--- src/rtl/sha1_pkg.sv ---
// Shared types and constants for the SHA1 job dispatcher: FSM state encoding,
// message block width and the channel-number type.
package sha1_pkg;

    localparam int SHA1_BLOCK_W           = 512;
    localparam int SHA1_CHANNEL_NUM_TOTAL = 64;
    localparam int SHA1_CHANNEL_NUM_WIDTH = $clog2(SHA1_CHANNEL_NUM_TOTAL);

    typedef logic [SHA1_CHANNEL_NUM_WIDTH-1:0] chan_num_t;

    typedef enum logic [1:0] {
        ST_IDLE,
        ST_ALLOC,
        ST_SEND
    } state_t;

endpackage

--- src/rtl/sha1_dispatch_outreg.sv ---
// Valid/ready output stage: holds one block with its channel tag and
// first/last markers stable until the core array takes it.
module sha1_dispatch_outreg #(
    parameter int DATA_WIDTH = 512,
    parameter int CHAN_WIDTH = 6
) (
    input  logic                  clk,
    input  logic                  rst,
    input  logic                  load,
    input  logic [DATA_WIDTH-1:0] load_data,
    input  logic [CHAN_WIDTH-1:0] load_chan,
    input  logic                  load_first,
    input  logic                  load_last,
    input  logic                  out_ready,
    output logic                  out_valid,
    output logic [DATA_WIDTH-1:0] out_data,
    output logic [CHAN_WIDTH-1:0] out_chan,
    output logic                  out_first,
    output logic                  out_last
);

    always_ff @(posedge clk) begin
        if (rst) begin
            out_valid <= 1'b0;
            out_data  <= '0;
            out_chan  <= '0;
            out_first <= 1'b0;
            out_last  <= 1'b0;
        end else if (load) begin
            out_valid <= 1'b1;
            out_data  <= load_data;
            out_chan  <= load_chan;
            out_first <= load_first;
            out_last  <= load_last;
        end else if (out_ready) begin
            out_valid <= 1'b0;
        end
    end

endmodule

--- src/rtl/sha1_job_dispatch.sv ---
// Message dispatcher: pops one free channel per message, tags every block of the
// message with it, and tracks allocated channels. SHA1_DISPATCH_STATS_EN adds counters.
module sha1_job_dispatch
    import sha1_pkg::*;
#(
    parameter int CHANNEL_NUM_TOTAL = SHA1_CHANNEL_NUM_TOTAL,
    parameter int CHANNEL_NUM_WIDTH = $clog2(CHANNEL_NUM_TOTAL),
    parameter int DATA_WIDTH        = SHA1_BLOCK_W
) (
    input  logic                         clk,
    input  logic                         rst,
    input  logic                         in_valid,
    output logic                         in_ready,
    input  logic [DATA_WIDTH-1:0]        in_data,
    input  logic                         in_first,
    input  logic                         in_last,
    input  logic                         chan_fifo_empty,
    input  logic [CHANNEL_NUM_WIDTH-1:0] chan_fifo_dout,
    output logic                         chan_fifo_rd_ena,
    input  logic                         chan_release,
    output logic                         out_valid,
    input  logic                         out_ready,
    output logic [DATA_WIDTH-1:0]        out_data,
    output logic [CHANNEL_NUM_WIDTH-1:0] out_chan,
    output logic                         out_first,
    output logic                         out_last,
    output logic [CHANNEL_NUM_WIDTH:0]   outstanding,
    output logic                         proto_err
`ifdef SHA1_DISPATCH_STATS_EN
    ,
    output logic [31:0]                  stat_msg_cnt,
    output logic [31:0]                  stat_stall_cnt
`endif
);

    localparam logic [CHANNEL_NUM_WIDTH:0] OUT_MAX = CHANNEL_NUM_TOTAL[CHANNEL_NUM_WIDTH:0];

    state_t                         state_reg, state_next;
    logic [CHANNEL_NUM_WIDTH-1:0]   cur_chan_reg;
    logic                           first_pend_reg;
    logic [CHANNEL_NUM_WIDTH:0]     outstanding_reg, outstanding_next;
    logic                           proto_err_reg;
    logic                           accept;
    logic                           fsm_err;
    logic                           cnt_err;
    logic                           send_ready;

    assign send_ready = !out_valid || out_ready;

    // Combinational outputs are forced idle while rst is high so nothing pops during reset.
    always_comb begin
        state_next       = state_reg;
        in_ready         = 1'b0;
        chan_fifo_rd_ena = 1'b0;
        accept           = 1'b0;
        fsm_err          = 1'b0;
        if (!rst) begin
            case (state_reg)
                ST_IDLE: begin
                    if (in_valid && !in_first) begin
                        in_ready = 1'b1;
                        fsm_err  = 1'b1;
                    end else if (in_valid) begin
                        state_next = ST_ALLOC;
                    end
                end
                ST_ALLOC: begin
                    if (!chan_fifo_empty) begin
                        chan_fifo_rd_ena = 1'b1;
                        state_next       = ST_SEND;
                    end
                end
                ST_SEND: begin
                    in_ready = send_ready;
                    accept   = in_valid && send_ready;
                    fsm_err  = accept && in_first && !first_pend_reg;
                    if (accept && in_last) begin
                        state_next = ST_IDLE;
                    end
                end
                default: state_next = ST_IDLE;
            endcase
        end
    end

    // Pop and release in the same cycle cancel; underflow and overflow saturate and flag.
    always_comb begin
        outstanding_next = outstanding_reg;
        cnt_err          = 1'b0;
        if (chan_fifo_rd_ena && !chan_release) begin
            if (outstanding_reg == OUT_MAX) begin
                cnt_err = 1'b1;
            end else begin
                outstanding_next = outstanding_reg + 1'b1;
            end
        end else if (!chan_fifo_rd_ena && chan_release) begin
            if (outstanding_reg == '0) begin
                cnt_err = 1'b1;
            end else begin
                outstanding_next = outstanding_reg - 1'b1;
            end
        end
    end

    always_ff @(posedge clk) begin
        if (rst) begin
            state_reg       <= ST_IDLE;
            cur_chan_reg    <= '0;
            first_pend_reg  <= 1'b0;
            outstanding_reg <= '0;
            proto_err_reg   <= 1'b0;
        end else begin
            state_reg       <= state_next;
            outstanding_reg <= outstanding_next;
            if (chan_fifo_rd_ena) begin
                cur_chan_reg   <= chan_fifo_dout;
                first_pend_reg <= 1'b1;
            end else if (accept) begin
                first_pend_reg <= 1'b0;
            end
            if (fsm_err || cnt_err) begin
                proto_err_reg <= 1'b1;
            end
        end
    end

    assign outstanding = outstanding_reg;
    assign proto_err   = proto_err_reg;

    sha1_dispatch_outreg #(
        .DATA_WIDTH (DATA_WIDTH),
        .CHAN_WIDTH (CHANNEL_NUM_WIDTH)
    ) u_outreg (
        .clk        (clk),
        .rst        (rst),
        .load       (accept),
        .load_data  (in_data),
        .load_chan  (cur_chan_reg),
        .load_first (first_pend_reg),
        .load_last  (in_last),
        .out_ready  (out_ready),
        .out_valid  (out_valid),
        .out_data   (out_data),
        .out_chan   (out_chan),
        .out_first  (out_first),
        .out_last   (out_last)
    );

`ifdef SHA1_DISPATCH_STATS_EN
    logic [31:0] stat_msg_cnt_reg;
    logic [31:0] stat_stall_cnt_reg;

    always_ff @(posedge clk) begin
        if (rst) begin
            stat_msg_cnt_reg   <= '0;
            stat_stall_cnt_reg <= '0;
        end else begin
            if (chan_fifo_rd_ena) begin
                stat_msg_cnt_reg <= stat_msg_cnt_reg + 32'd1;
            end
            if (state_reg == ST_ALLOC && chan_fifo_empty) begin
                stat_stall_cnt_reg <= stat_stall_cnt_reg + 32'd1;
            end
        end
    end

    assign stat_msg_cnt   = stat_msg_cnt_reg;
    assign stat_stall_cnt = stat_stall_cnt_reg;
`endif

endmodule

--- config.mk ---
export PLATFORM = sky130hd
export DESIGN_NAME = sha1_job_dispatch
export DESIGN_NICKNAME = d
export VERILOG_FILES = /design/src/rtl/sha1_pkg.sv /design/src/rtl/sha1_dispatch_outreg.sv /design/src/rtl/sha1_job_dispatch.sv
export SDC_FILE = /design/constraint.sdc
export NUM_CORES = 1
export LEC_CHECK = 0
export CAP_MARGIN = 20
export CORE_AREA = 5 5 404 406
export CTS_CLUSTER_DIAMETER = 100
export CTS_CLUSTER_SIZE = 28
export DETAILED_ROUTE_END_ITERATION = 7
export DIE_AREA = 0 0 409 411
export GPL_ROUTABILITY_DRIVEN = 0
export GPL_TIMING_DRIVEN = 0
export PLACE_DENSITY = 0.33
export SYNTH_ARGS = -nofsm -noshare
export SYNTH_HDL_FRONTEND = slang
export SYNTH_SLANG_ARGS = --single-unit
--- constraint.sdc ---
create_clock -name clk -period 9.5 [get_ports clk]
set_clock_uncertainty 0.2 [all_clocks]
set_input_delay 1.9 -clock clk [delete_from_list [all_inputs] [get_ports clk]]
set_output_delay 1.9 -clock clk [all_outputs]
set_load 0.01 [all_outputs]
==> results of run 1 <==
worst max-delay path: stages:
cell             delay [ps]
clkdlybuf4s50_1         500
clkbuf_2                540
clkbuf_1                660
nor3_1                  110
clkdlybuf4s50_1         600
Yosys cell counts, types with 2 or more instances:
library cell	instances	area [µm²]
nand2_1	1047	3930
dfxtp_1	538	10770
a21oi_1	529	2648
clkbuf_1	64	240.2
buf_2	56	280.3
buf_6	45	506.7
nor2_1	14	52.55
buf_4	12	90.09
ha_1	8	100.1
mux2i_1	7	70.07
nand3_1	4	20.02
o21ai_0	4	20.02
a211oi_1	3	22.52
a21o_1	3	22.52
inv_1	3	11.26
xnor2_1	3	26.28
nand2b_1	2	12.51
nand4b_1	2	17.52
nor2b_1	2	12.51
nor3_1	2	10.01
nor3b_1	2	15.01
through the flow:
| step | util | hold slack (ps) | area, µm² | cells | power (W) |
|---|---|---|---|---|---|
| floorplan | - | 231.2 | 19050 | 2367 | 0.002618 |
| global placement | 0.2021 | 240.9 | 32230 | 5509 | 0.003068 |
| detailed placement | 0.2022 | 245.3 | 32250 | 5510 | 0.003067 |
| CTS | 0.2115 | 257.2 | 33720 | 5583 | 0.005214 |
| global route | 0.2116 | 268.2 | 33740 | 5586 | 0.005314 |
| finish | 0.2118 | 251.7 | 33770 | 5597 | 0.005065 |
report_power, final:
| group | leakage (nW) | switching [W] | internal, W |
|---|---|---|---|
| Sequential | 4.34 | 0.0000406 | 0.00230 |
| Combinational | 5.76 | 0.000296 | 0.000365 |
| Clock | 0.716 | 0.00107 | 0.000997 |
| Total | 10.8 | 0.00141 | 0.00366 |
area by class of cell:
cell class	instances	share of cell area
Antenna cell	13	0.0009632
Buffer	177	0.03312
Clock buffer	48	0.03145
Clock inverter	25	0.01219
Inverter	3	0.0003334
Multi-Input combinational cell	1649	0.2119
Sequential cell	538	0.3189
Tap cell	2086	0.07728
Timing Repair Buffer	1058	0.3139
cells by family (layout without fill, tap and decap cells):
kind of cell	count (synthesis)	count (layout)
AOI/OAI and AO/OA	546	546
xor gates and xnor gates	3	3
adders and majority gates	9	9
buffers and inverters	180	1311
DFF	538	538
muxes	8	8
other	0	13
and+or+nand+nor	1083	1083
final timing paths:
kind,slack (ps),cells after the start,startpoint,endpoint
worst max-delay path,3060,5,rst,in_ready
worst min register to register,250,2,u_outreg.out_data[412],u_outreg.out_data[412]
worst max register to register,5760,12,state_reg[0],outstanding[6]
worst min-delay path,250,2,u_outreg.out_data[412],u_outreg.out_data[412]
layer usage:
metal  vias up  global-route usage
met3       100             0.04673
met2       601              0.2609
met1      9438              0.1593
met5         -                   0
li1       9844                   -
met4        20             0.02525
==> metrics.yaml, run 1 <==
worst_hold_path:
  hp-class: "reg -> reg"
timing:
  slew_viol_final: 0
  relSlewSlack: 0.4277
  setup_viol: 0
  fmax_mhz: 155.3
  rsz0062_at_grt: "no"
  setup_tns_ps: 0
  tightest_slew_ps: 858.4
  setup_ws_ps: 3061
  final_hold_viol_count: 0
  period_minus_slack_ps: 6439
  timing.final.crit_share: 0.6777
detailed_routing:
  firstDrtPassIters: 5
  final_antenna_net_count: 0
  routed-via-count: 20000
  highest_layer: "met5"
  routed_wl_um: 125500
  vias_per_cell: 3.574
  wl_met2_um: 64590
  wl_met3_um: 9398
  avgRoutedWirePerCell_um: 22.42
  drt_iter0_markers: 904
  drc: 0
  m1WireLength_um: 49400
synthesis:
  synth_cells: 2367
  synth-xor-area-share: 0.001379
  synth-seq-cells: 538
  yosysSeqAreaShare: 0.5652
  synth_top_family_by_area: "simple AND/OR/NAND/NOR gates"
  ys_warn_count: 0
  ys_types: 38
  synth_nets: 2902
  synth.mux.area_fraction: 0.004268
  synthArstFlopShare: 0
  synth_ff_type: "dfxtp_1"
  synth_compound_area_frac: 0.1458
  avgSynthCellArea_um2: 8.050
  synth-edff-count: 0
  synthesis.area_um2: 19050
  synthSimpleGateAreaFrac: 0.2177
  synthAdderAreaFrac: 0.006304
floorplan:
  io_pins: 1057
  die-width_um: 409
  start_util: 0.1195
  die-area_um2: 168100
  die_height_um: 411
  design.core.area_um2: 159500
  row_count: 147
place:
  io_buffers: 1056
  dp_hpwl_um: 101500
  preCtsSetupSlack_ps: 2855
global_routing:
  grt_overflow: 0
  grt_pass1_vias: 20140
  grt_max_degree: 25
  grt_pass1_wl_um: 168600
  track_usage: 0.1413
  antenna_found_initial: 26
finish:
  fill_cells: 17880
  layout_common_cells: "1,056 x clkdlybuf4s50_1, 1,047 x nand2_1, 538 x dfxtp_1, 529 x a21oi_1, 69 x clkbuf_1"
  area_growth_pct: 77.24
  fin_nets: 4002
  drive_gt1_frac: 0.05403
  largest_reg_flops: 512
  regArea_um2: 10770
  multiInputGateArea_um2: 7156
  final_common_cell: "clkdlybuf4s50_1"
clock_tree:
  clk_latency_ps: 630
  hold_buffers: 0
  cts_buffers: 40
  htreeDepth: 2
  clock_path_buffers: 3
  clock-root-buffer: "clkbuf_16"
  ctsResizeCount: 0
  post_cts_buffers: 0
  cts_sinks: 538
  path_clk_slew_ps: 60
  cts_tree: "built"
critical_path:
  crit_path_end_kind: "output port"
  cp_max_fo: 10
  critPathRequiredTime_ps: 7400
  cp-start-kind: "primary input"
  cp_data_arrival_time_ps: 4340
  critPathKind: "in -> out"
outcome:
  status: "complete, no violations"
flow_run:
  drv_cap: 0
power_and_ir_drop:
  p_per_area_nw_per_um2: 150.0
  leakagePower_nw: 10.81
  irDropWorstVdd_mv: 0.09306
No activity file was read; power rests on OpenSTA's default activity.
==> run 2, diff against run 1 <==
==> constraint.sdc (replaced) <==
create_clock -name clk -period 6.1 [get_ports clk]
set_clock_uncertainty 0.2 [all_clocks]
set_input_delay 1.22 -clock clk [delete_from_list [all_inputs] [get_ports clk]]
set_output_delay 1.22 -clock clk [all_outputs]
set_load 0.01 [all_outputs]
==> results of run 2 <==
Same layout as run 1 (identical final DEF). Status: complete, no violations.
Main changes from that run: setup slack after placement 2855 ps -> 815.4 ps; setup slack after layout 3061 ps -> 1021 ps; register-to-register setup slack 5760 ps -> 2360 ps; total power 0.005065 W -> 0.007889 W; worst IR drop on VDD 0.09306 mV -> 0.1449 mV
